**config.mk**
```make
export PLATFORM = sky130hd
export DESIGN_NAME = mat_conv_engine
export DESIGN_NICKNAME = d
export VERILOG_FILES = /design/src/rtl/mat_conv_pkg.sv /design/src/rtl/conv_tap_addr_gen.sv /design/src/rtl/mat_conv_engine.sv
export SDC_FILE = /design/constraint.sdc
export NUM_CORES = 1
export LEC_CHECK = 0
export CORE_MARGIN = 2
export CORE_UTILIZATION = 58
export CTS_BUF_LIST = sky130_fd_sc_hd__clkbuf_16
export CTS_CLUSTER_SIZE = 16
export DETAILED_ROUTE_END_ITERATION = 8
export PLACE_DENSITY = 0.81
export SLEW_MARGIN = 40
export SYNTH_ARGS = -nofsm -noshare
export SYNTH_HDL_FRONTEND = slang
export SYNTH_SLANG_ARGS = --single-unit
```
**constraint.sdc**
```tcl
create_clock -name clk -period 6.9 [get_ports clk]
set_input_delay 2.07 -clock clk [delete_from_list [all_inputs] [get_ports clk]]
set_output_delay 2.07 -clock clk [all_outputs]
set_load 0.02 [all_outputs]
```
**src/rtl/mat_conv_pkg.sv**
```systemverilog
// Shared types and elaboration-time helpers for the 2-D convolution engine.
// Output-dimension and accumulator-width arithmetic live here so every file agrees on them.
package mat_conv_pkg;

    typedef enum logic [2:0] {
        ST_IDLE = 3'd0,
        ST_LOAD = 3'd1,
        ST_CALC = 3'd2,
        ST_EMIT = 3'd3,
        ST_DONE = 3'd4
    } state_t;

    // Kernel tap row/column counters; wide enough for K up to 7.
    localparam int TI_W = 3;

    function automatic int out_dim(input int size, input int k, input bit stride2, input bit pad);
        int s;
        s = stride2 ? 2 : 1;
        if (pad) return (size - 1) / s + 1;
        return (size - k) / s + 1;
    endfunction

    function automatic int pad_off(input int k);
        return (k - 1) / 2;
    endfunction

    function automatic bit acc_w_ok(input int acc_w, input int data_w, input int ker_w, input int k);
        longint max_v;
        max_v = longint'(k) * longint'(k) * ((longint'(1) << data_w) - 1) * ((longint'(1) << ker_w) - 1);
        return acc_w >= $clog2(max_v + 1);
    endfunction

endpackage

```
**src/rtl/conv_tap_addr_gen.sv**
```systemverilog
// Combinational tap address generator: output pixel (r,c) and kernel tap (i,j) to an
// image address, plus a flag saying whether that address lies inside the image.
module conv_tap_addr_gen
    import mat_conv_pkg::*;
#(
    parameter int IMG_ROWS = 10,
    parameter int IMG_COLS = 12,
    parameter int K        = 3,
    parameter int IDX_W    = 4
) (
    input  logic [IDX_W-1:0] i_r,
    input  logic [IDX_W-1:0] i_c,
    input  logic [TI_W-1:0]  i_ti,
    input  logic [TI_W-1:0]  i_tj,
    input  logic             i_stride,
    input  logic             i_pad,
    output logic [IDX_W-1:0] o_row,
    output logic [IDX_W-1:0] o_col,
    output logic             o_inb
);

    // Two's complement with a sign bit and one guard bit above the index width.
    localparam int SW = IDX_W + 2;
    localparam logic [SW-1:0] POFF = SW'(pad_off(K));

    logic [SW-1:0] w_rbase;
    logic [SW-1:0] w_cbase;
    logic [SW-1:0] w_off;
    logic [SW-1:0] w_row;
    logic [SW-1:0] w_col;

    always_comb begin
        w_off   = i_pad ? POFF : '0;
        w_rbase = i_stride ? {1'b0, i_r, 1'b0} : {2'b00, i_r};
        w_cbase = i_stride ? {1'b0, i_c, 1'b0} : {2'b00, i_c};
        w_row   = w_rbase + SW'(i_ti) - w_off;
        w_col   = w_cbase + SW'(i_tj) - w_off;
        o_inb   = !w_row[SW-1] && (w_row < SW'(IMG_ROWS)) &&
                  !w_col[SW-1] && (w_col < SW'(IMG_COLS));
        o_row   = w_row[IDX_W-1:0];
        o_col   = w_col[IDX_W-1:0];
    end

endmodule

```
**src/rtl/mat_conv_engine.sv**
```systemverilog
// Single-channel 2-D convolution engine: streams in a KxK kernel, reads the image from a
// synchronous pixel memory one tap per cycle, and emits one result per output pixel.
module mat_conv_engine
    import mat_conv_pkg::*;
#(
    parameter int IMG_ROWS = 10,
    parameter int IMG_COLS = 12,
    parameter int K        = 3,
    parameter int DATA_W   = 4,
    parameter int KER_W    = 4,
    parameter int ACC_W    = 12,
    parameter int IDX_W    = 4
) (
    input  logic              clk,
    input  logic              rst_n,
    input  logic              start,
    input  logic              abort,
    input  logic              cfg_stride,
    input  logic              cfg_pad,
    input  logic [KER_W-1:0]  kernel_in,
    input  logic              kernel_valid,
    output logic              kernel_ready,
    output logic              mem_rd_en,
    output logic [IDX_W-1:0]  mem_row,
    output logic [IDX_W-1:0]  mem_col,
    input  logic [DATA_W-1:0] mem_rd_data,
    output logic              out_valid,
    input  logic              out_ready,
    output logic [ACC_W-1:0]  out_elem,
    output logic [IDX_W-1:0]  out_row_idx,
    output logic [IDX_W-1:0]  out_col_idx,
    output logic              out_row_end,
    output logic              out_last,
    output logic              busy,
    output logic              done,
    output logic [15:0]       cycle_count,
    output state_t            dbg_state
);

    localparam int KK    = K * K;
    localparam int TAP_W = $clog2(KK + 1);

    // Handshakes: a transfer happens on a rising edge where valid and ready are both high;
    // out_valid/out_elem/indices stay frozen until out_ready is seen, kernel_ready is pure LOAD.

    if (!acc_w_ok(ACC_W, DATA_W, KER_W, K)) begin : g_acc_w_check
        $error("mat_conv_engine: ACC_W too narrow for K, DATA_W and KER_W");
    end

    localparam logic [IDX_W-1:0] RMAX_V1 = IDX_W'(out_dim(IMG_ROWS, K, 1'b0, 1'b0) - 1);
    localparam logic [IDX_W-1:0] RMAX_V2 = IDX_W'(out_dim(IMG_ROWS, K, 1'b1, 1'b0) - 1);
    localparam logic [IDX_W-1:0] RMAX_S1 = IDX_W'(out_dim(IMG_ROWS, K, 1'b0, 1'b1) - 1);
    localparam logic [IDX_W-1:0] RMAX_S2 = IDX_W'(out_dim(IMG_ROWS, K, 1'b1, 1'b1) - 1);
    localparam logic [IDX_W-1:0] CMAX_V1 = IDX_W'(out_dim(IMG_COLS, K, 1'b0, 1'b0) - 1);
    localparam logic [IDX_W-1:0] CMAX_V2 = IDX_W'(out_dim(IMG_COLS, K, 1'b1, 1'b0) - 1);
    localparam logic [IDX_W-1:0] CMAX_S1 = IDX_W'(out_dim(IMG_COLS, K, 1'b0, 1'b1) - 1);
    localparam logic [IDX_W-1:0] CMAX_S2 = IDX_W'(out_dim(IMG_COLS, K, 1'b1, 1'b1) - 1);

    state_t              r_state;
    state_t              w_state_nx;
    logic                r_stride;
    logic                r_pad;
    logic [KER_W-1:0]    r_ker [KK];
    logic [TAP_W-1:0]    r_kidx;
    logic [TAP_W-1:0]    r_tap;
    logic [TI_W-1:0]     r_ti;
    logic [TI_W-1:0]     r_tj;
    logic [IDX_W-1:0]    r_row;
    logic [IDX_W-1:0]    r_col;
    logic [ACC_W-1:0]    r_acc;
    logic [ACC_W-1:0]    r_out;
    logic                r_prev_inb;
    logic [IDX_W-1:0]    r_mem_row;
    logic [IDX_W-1:0]    r_mem_col;
    logic [15:0]         r_cc;

    logic                w_calc;
    logic                w_emit;
    logic                w_issue;
    logic                w_start_acc;
    logic                w_last;
    logic                w_row_end;
    logic                w_inb;
    logic [IDX_W-1:0]    w_addr_row;
    logic [IDX_W-1:0]    w_addr_col;
    logic [IDX_W-1:0]    w_r_max;
    logic [IDX_W-1:0]    w_c_max;
    logic [TAP_W-1:0]    w_kprev;
    logic [ACC_W-1:0]    w_prod;

    conv_tap_addr_gen #(
        .IMG_ROWS (IMG_ROWS),
        .IMG_COLS (IMG_COLS),
        .K        (K),
        .IDX_W    (IDX_W)
    ) u_addr (
        .i_r      (r_row),
        .i_c      (r_col),
        .i_ti     (r_ti),
        .i_tj     (r_tj),
        .i_stride (r_stride),
        .i_pad    (r_pad),
        .o_row    (w_addr_row),
        .o_col    (w_addr_col),
        .o_inb    (w_inb)
    );

    always_comb begin
        w_calc      = (r_state == ST_CALC);
        w_emit      = (r_state == ST_EMIT);
        w_issue     = w_calc && (r_tap != TAP_W'(KK));
        w_start_acc = start && !abort && ((r_state == ST_IDLE) || (r_state == ST_DONE));
        w_r_max     = r_pad ? (r_stride ? RMAX_S2 : RMAX_S1) : (r_stride ? RMAX_V2 : RMAX_V1);
        w_c_max     = r_pad ? (r_stride ? CMAX_S2 : CMAX_S1) : (r_stride ? CMAX_V2 : CMAX_V1);
        w_row_end   = w_emit && (r_col == w_c_max);
        w_last      = w_row_end && (r_row == w_r_max);
        // Data returned this cycle belongs to the tap issued last cycle.
        w_kprev     = r_tap - TAP_W'(1);
        w_prod      = r_prev_inb ? ACC_W'(mem_rd_data) * ACC_W'(r_ker[w_kprev]) : '0;
    end

    always_comb begin
        w_state_nx = r_state;
        case (r_state)
            ST_IDLE, ST_DONE: if (start) w_state_nx = ST_LOAD;
            ST_LOAD:          if (kernel_valid && (r_kidx == TAP_W'(KK - 1))) w_state_nx = ST_CALC;
            ST_CALC:          if (r_tap == TAP_W'(KK)) w_state_nx = ST_EMIT;
            ST_EMIT:          if (out_ready) w_state_nx = w_last ? ST_DONE : ST_CALC;
            default:          w_state_nx = ST_IDLE;
        endcase
        if (abort) w_state_nx = ST_IDLE;
    end

    always_ff @(posedge clk or negedge rst_n) begin
        if (!rst_n) r_state <= ST_IDLE;
        else        r_state <= w_state_nx;
    end

    always_ff @(posedge clk or negedge rst_n) begin
        if (!rst_n) begin
            r_stride   <= 1'b0;
            r_pad      <= 1'b0;
            for (int n = 0; n < KK; n++) r_ker[n] <= '0;
            r_kidx     <= '0;
            r_tap      <= '0;
            r_ti       <= '0;
            r_tj       <= '0;
            r_row      <= '0;
            r_col      <= '0;
            r_acc      <= '0;
            r_out      <= '0;
            r_prev_inb <= 1'b0;
            r_mem_row  <= '0;
            r_mem_col  <= '0;
            r_cc       <= '0;
        end else begin
            r_prev_inb <= mem_rd_en;
            if (mem_rd_en) begin
                r_mem_row <= w_addr_row;
                r_mem_col <= w_addr_col;
            end
            if (w_start_acc) begin
                r_stride <= cfg_stride;
                r_pad    <= cfg_pad;
                r_cc     <= '0;
                r_kidx   <= '0;
                r_tap    <= '0;
                r_ti     <= '0;
                r_tj     <= '0;
                r_row    <= '0;
                r_col    <= '0;
            end
            if (!abort) begin
                if ((w_calc || w_emit) && (r_cc != 16'hFFFF)) r_cc <= r_cc + 16'd1;
                if ((r_state == ST_LOAD) && kernel_valid) begin
                    r_ker[r_kidx] <= kernel_in;
                    r_kidx        <= r_kidx + TAP_W'(1);
                end
                if (w_calc) begin
                    r_acc <= (r_tap == '0) ? '0 : r_acc + w_prod;
                    if (r_tap == TAP_W'(KK)) begin
                        r_out <= r_acc + w_prod;
                        r_tap <= '0;
                        r_ti  <= '0;
                        r_tj  <= '0;
                    end else begin
                        r_tap <= r_tap + TAP_W'(1);
                        if (r_tj == TI_W'(K - 1)) begin
                            r_tj <= '0;
                            r_ti <= r_ti + TI_W'(1);
                        end else begin
                            r_tj <= r_tj + TI_W'(1);
                        end
                    end
                end
                if (w_emit && out_ready && !w_last) begin
                    if (w_row_end) begin
                        r_col <= '0;
                        r_row <= r_row + IDX_W'(1);
                    end else begin
                        r_col <= r_col + IDX_W'(1);
                    end
                end
            end
        end
    end

    always_comb begin
        kernel_ready = (r_state == ST_LOAD);
        mem_rd_en    = w_issue && w_inb;
        mem_row      = mem_rd_en ? w_addr_row : r_mem_row;
        mem_col      = mem_rd_en ? w_addr_col : r_mem_col;
        out_valid    = w_emit;
        out_elem     = r_out;
        out_row_idx  = r_row;
        out_col_idx  = r_col;
        out_row_end  = w_row_end;
        out_last     = w_last;
        busy         = (r_state == ST_LOAD) || w_calc || w_emit;
        done         = (r_state == ST_DONE);
        cycle_count  = r_cc;
        dbg_state    = r_state;
    end

endmodule

```
Word level (Yosys, flattened, before mapping)
Index checks and enable logic that the tools add are counted.
{"block": "word_totals", "ff_bits": 112, "input_bits": 16, "out_inout_bits": 54, "elab_cells": 144}
{"block": "classes", "add_sub_neg": 13, "mul": 1, "n_lt_le_gt_ge": 5, "n_eq_ne": 15, "n_mux": 53, "bitwise": 3, "reduce_logical": 30}
{"cell": "2-to-1 mux 4 bit", "n": 24}
{"cell": "2-to-1 mux 3 bit", "n": 17}
{"cell": "2-to-1 mux 16 bit", "n": 3}
{"cell": "bitwise mux 36 bit", "n": 1}
{"cell": "adder 16 x 1 -> 16 bit, second input constant", "n": 1}
{"cell": "adder 4 x 1 -> 4 bit, second input constant", "n": 4}
{"cell": "binary-select mux 4 bit (select 4 bit)", "n": 1}
{"cell": "demux 4 bit (select 4 bit)", "n": 1}
{"cell": "inequality test 16 bit, second input constant", "n": 1}
{"cell": "logical AND 1 bit", "n": 15}
{"cell": "adder 12 x 8 -> 12 bit", "n": 1}
{"cell": "adder 6 x 3 -> 6 bit", "n": 2}
{"cell": "< comparator 6 x 4 -> 1 bit, second input constant", "n": 2}
{"cell": "2-to-1 mux 12 bit", "n": 1}
{"cell": "case mux 3 bit (4 select lines)", "n": 1}
{"cell": "subtractor 6 bit", "n": 2}
{"cell": "greater-or-equal comparator 5 bit, second input constant", "n": 2}
{"cell": "2-to-1 mux 5 bit", "n": 2}
{"cell": "inverter 4 -> 5 bit", "n": 2}
{"cell": "equality test 3 x 2 -> 1 bit, second input constant", "n": 3}
{"cell": "equality test 4 bit", "n": 2}
{"cell": "equality test 4 bit, second input constant", "n": 2}
{"cell": "multiplier 4 x 4 -> 8 bit", "n": 1}
{"cell": "2-to-1 mux 8 bit", "n": 1}
{"cell": "other kinds (18)", "n": 28}

Depth between registers and ports, before layout
Gate-level depths: netlist of run 1.
{"block": "depth", "depth_word": 9, "depth_mapped": 26, "mapped_depth_nobuf": 23}

Modules after synthesis
From an unflattened synthesis of run 1, not the netlist that was laid out.
{"block": "hier_totals", "hier_cells": 681, "hier_area_um2": 7029.2}
{"mod": "mat_conv_engine", "n_inst": 1, "cells_each": 598, "area_each_um2": 6398.6, "seq_area_each_um2": 2802.7}
{"mod": "conv_tap_addr_gen", "n_inst": 1, "cells_each": 83, "area_each_um2": 630.6, "seq_area_each_um2": 0.0}

Worst setup path before layout of run 1
OpenSTA, ideal clock, no wires.
{"block": "synth_path", "path_kind": "input to register", "from": "input port mem_rd_data[0]", "to": "register r_out[11] (netlist: out_elem[11])", "setup_ns": 0.124, "arrival_ns": 5.512, "required_time_ns": 6.776, "setup_slack_ns": 1.264, "cell_stages": 17, "n_path_buf": 0, "cell_sequence": "nand2_1 > fa_1 > inv_1 > fa_1 > fa_1 > a21oi_1 > nor2_1 > nor2_1 > xnor2_1 > and2_1 > ha_1 > a21o_1 > a21oi_1 > nor2b_1 > a31oi_1 > nor3_1 > o31a_1"}
{"block": "synth_via", "elab_chain_len": 3}
{"item": "from (decl)", "line": "mat_conv_engine.sv:26", "rtl": "input logic [DATA_W-1:0] mem_rd_data,"}
{"item": "multiplier 4 x 4 -> 8 bit", "line": "mat_conv_engine.sv:119", "rtl": "w_prod = r_prev_inb ? ACC_W'(mem_rd_data) * ACC_W'(r_ker[w_kprev]) : '0;"}
{"item": "2-to-1 mux 8 bit", "line": "mat_conv_engine.sv:119"}
{"item": "adder 12 x 8 -> 12 bit", "line": "mat_conv_engine.sv:182", "rtl": "r_out <= r_acc + w_prod;"}
{"item": "to (signal assigned)", "line": "mat_conv_engine.sv:182"}
{"item": "to (decl)", "line": "mat_conv_engine.sv:71", "rtl": "logic [ACC_W-1:0] r_out;"}
No other way between the ends.
A chain may end at the register's enable or synchronous reset.

Worst setup path after layout of run 1
Same ends and word-level chain as after synthesis.

==> flow_summary.ini, run 1 <==
[timing]
max_freq_mhz = 160
final.setup_skew_ps = 10.1
rsz0062_at_grt = false
whs_ps = 478
worst_pin_slew_ps = 768
setup_viol = 0
fin_crit_ps = 6240
slew_violations = 0
slew_headroom_pct = 48.7
finalSetupTns_ps = 0
finalCritPeriodShare_pct = 90.4
finalHoldViolCount = 0

[synthesis]
synthFlopType = dfrtp_1
yosysTopAreaCell = dfrtp_1
synth_top_cell_area_share_pct = 41.4
ys_seq_elements = 112
synth_edf_count = 0
synth_cell_types = 56
synthCells = 642
avgSynthCellArea_um2 = 10.5
synth.yosys.seq_area_share_pct = 41.4
async_flop_share_pct = 100
yosys-top-cells-count = 112 x dfrtp_1, 52 x ha_1, 51 x mux2_2, 50 x nand2_1, 44 x inv_1
synth.most_common_cell = dfrtp_1
synth_fp_nets = 717
yosys_warnings = 0
ys_top_cells_by_area = dfrtp_1 41%, ha_1 9.6%, mux2_2 8.5%, xnor2_1 3.0%, nand2_1 2.8%
syn_area_um2 = 6760

[global_routing]
gr-usage-met1_pct = 31.1
globalRouteMet3Util_pct = 6.15
grt_start_max_net_pins = 72
grt_pass1_vias = 5218
use_met2_pct = 41.4
grt-ovfl-total = 0
top_usage_layer = met2
antenna_found_initial = 0
grt_usage_pct = 24.5
grt_pass1_wl_um = 24900

[clock_network]
ctsResizeCount = 0
hold_buffers = 0
clock_latency_ps = 360
post_cts_buffers = 0
cts_buffers = 9
h-tree-depth = 3
cts-root-buf = clkbuf_16
cts.reportedPaths.clkPinSlew_ps = 70
clkSinkCount = 112
cts_buffer_depth = 2
cts_tree = built

[drt]
dr.pass1.iters = 4
drt_iter0_markers = 277
vias = 5022
vias_per_cell = 5.89
wl_um = 14500
drc_errors = 0
wire_per_inst_um = 17.0
final_antenna_net_count = 0

[hold_path]
hold_class = flip-flop to flip-flop

[critical_path]
worstSetupPathType = input port to flip-flop
slowest_delay_ps = 550
cp-start-kind = input port
crit_family = adder cells
worst_path_max_delay_cell = fa_1
cp.buffers_inverters = 2
arrival_ps = 6480
cp_max_fo = 7
end_kind = flip-flop
path_common_cell = a21oi_1
cp_cell_sequence = clkdlybuf4s50_1, nand2_1, fa_1, inv_1, fa_1, ha_1, a21o_1, a21oi_1, o21bai_1, a21oi_1, xnor2_1, and2_1, ha_1, a21oi_1, nor2b_1, a31oi_1, nor3_1, o31a_1
required_ps = 7140

[cells_and_area]
antenna_cells = 0
post-route-util_pct = 69.2
layout-drive-gt1-share_pct = 12.4
nFillCells = 879
layout.nets = 782
area_growth_pct = 16.9

[power_and_ir_drop]
power_density_nw_per_um2 = 268
switchingPower_mw = 0.722
clockPowerShare_pct = 26.1
switching_share_pct = 34.1
p_leak_nw = 3.72
p_comb_share_pct = 34.8
seq_power_share_pct = 39.1
p_int_mw = 1.40
ir_drop_mv = 0.230

[run_status]
outcome = completed

[floorplanning]
dieArea_um2 = 12500
core.rowCount = 39
start_util_pct = 59.2
die-height_um = 112
fp.coreArea_um2 = 11400
ios = 70
die_w_um = 112

[placement]
place_hpwl_um = 10500
io_buffers = 69
place_congestion = 0.853

[flow_run]
max_cap_violations = 0
==> kinds of logic (layout without fill, tap and decap cells) <==
group / Yosys count / in the layout / share of synthesized area [%]
AOI/OAI and AO/OA: 122 / 122 / 11.6
xor gates and xnor gates: 35 / 35 / 4.53
adders and majority gates: 59 / 59 / 11.7
buffers and inverters: 61 / 129 / 3.59
DFF: 112 / 112 / 41.4
muxes: 75 / 75 / 13.5
and+or+nand+nor: 178 / 178 / 13.6
==> state kept, by name, summed over array words and instances (netlist names), 3 cells and up <==
name and cells:
cycle_count 16, dbg_state 3, out_col_idx 4, out_elem 12
out_row_idx 4, r_acc 12, r_ker 36, r_kidx 4
r_mem_col 4, r_mem_row 4, r_tap 4, r_ti 3
r_tj 3
==> final cells by class <==
type	count	area, um2	area share [%]
clock buffer	9	225	2.85
clock inverter	5	81.3	1.03
inverter	44	165	2.09
multi-input combinational	469	3750	47.4
sequential	112	2800	35.4
tap	143	179	2.26
timing repair buffer	71	707	8.94
==> cell usage in the layout, fill, tap and decap left out, drive strengths merged, types with 3 or more instances in the layout <==
cell           count
dfrtp            112
clkdlybuf4s50     68
ha                52
mux2              51
nand2             50
inv               47
nor2              39
o21ai             34
a21oi             26
xnor2             23
and2              20
nand3             19
mux2i             16
xor2              12
o211ai            11
a21o              10
clkbuf             9
o31ai              9
mux4               8
and3               8
nand4              7
a22o               7
fa                 7
nor3               7
nand2b             5
o21bai             4
a31oi              4
nand3b             3
a211oi             3
nor2b              3
or4                3
or3                3
buf                3
==> metrics by stage <==
step           std cells  setup WS, ps  power [mW]  cell area (um2)
2_1_floorplan        642          1260        1.35             6760
3_3_place_gp         839           564        1.53             7570
3_5_place_dp         839           337        1.58             7590
4_1_cts              853           720        2.14             7900
5_1_grt              853           430        2.25             7910
6_report             853           659        2.12             7910
==> power groups by stage <==
stage / logic [mW] / clock network, mW / registers [mW]
finish: 0.738 / 0.553 / 0.829
global route: 0.821 / 0.590 / 0.841
CTS: 0.745 / 0.564 / 0.827
detailed placement: 0.743 / 0 / 0.838
global placement: 0.704 / 0 / 0.830
floorplan: 0.541 / 0 / 0.811
==> worst paths after layout <==
kind / startpoint / end / slack [ps] / cells after the start
worst max-delay path: mem_rd_data[0] / out_elem[11] / 660 / 18
worst min-delay path: out_elem[1] / out_elem[1] / 480 / 2
worst max register to register: r_tap[1] / out_elem[11] / 990 / 23
worst min register to register: out_elem[1] / out_elem[1] / 480 / 2
max in group asynchronous: rst_n / r_ker[20] / 4190 / 2
min in group asynchronous: rst_n / r_mem_row[1] / 1700 / 1
==> layer usage <==
layer / vias to the layer above / wire, um
met3: 24 / 565
met2: 96 / 7330
li1: 2404 / -
met1: 2498 / 6310
met4: 0 / 258
met5: - / 0
==> worst register-to-register path, cell delays in order (launching register included) <==
cell      delay (ps)
dfrtp_1          480
inv_1            110
ha_1             560
nand2_1          100
nor2_1           220
a21oi_1          100
a21oi_1          280
nand2_1          160
fa_1             550
inv_1             60
fa_1             530
ha_1             310
a21o_1           180
a21oi_1          270
o21bai_1         100
a21oi_1          180
xnor2_1           70
and2_1           150
ha_1             340
a21oi_1          170
nor2b_1           70
a31oi_1          460
nor3_1            90
o31a_1           250
Note: power is estimated with default switching activity, not from simulation.
==> inputs of run 2 (changes only) <==
Settings changed: CTS_CLUSTER_DIAMETER set to 30.
==> results of run 2 <==
Same layout as run 1: the final DEF is identical, and so are final timing and power.
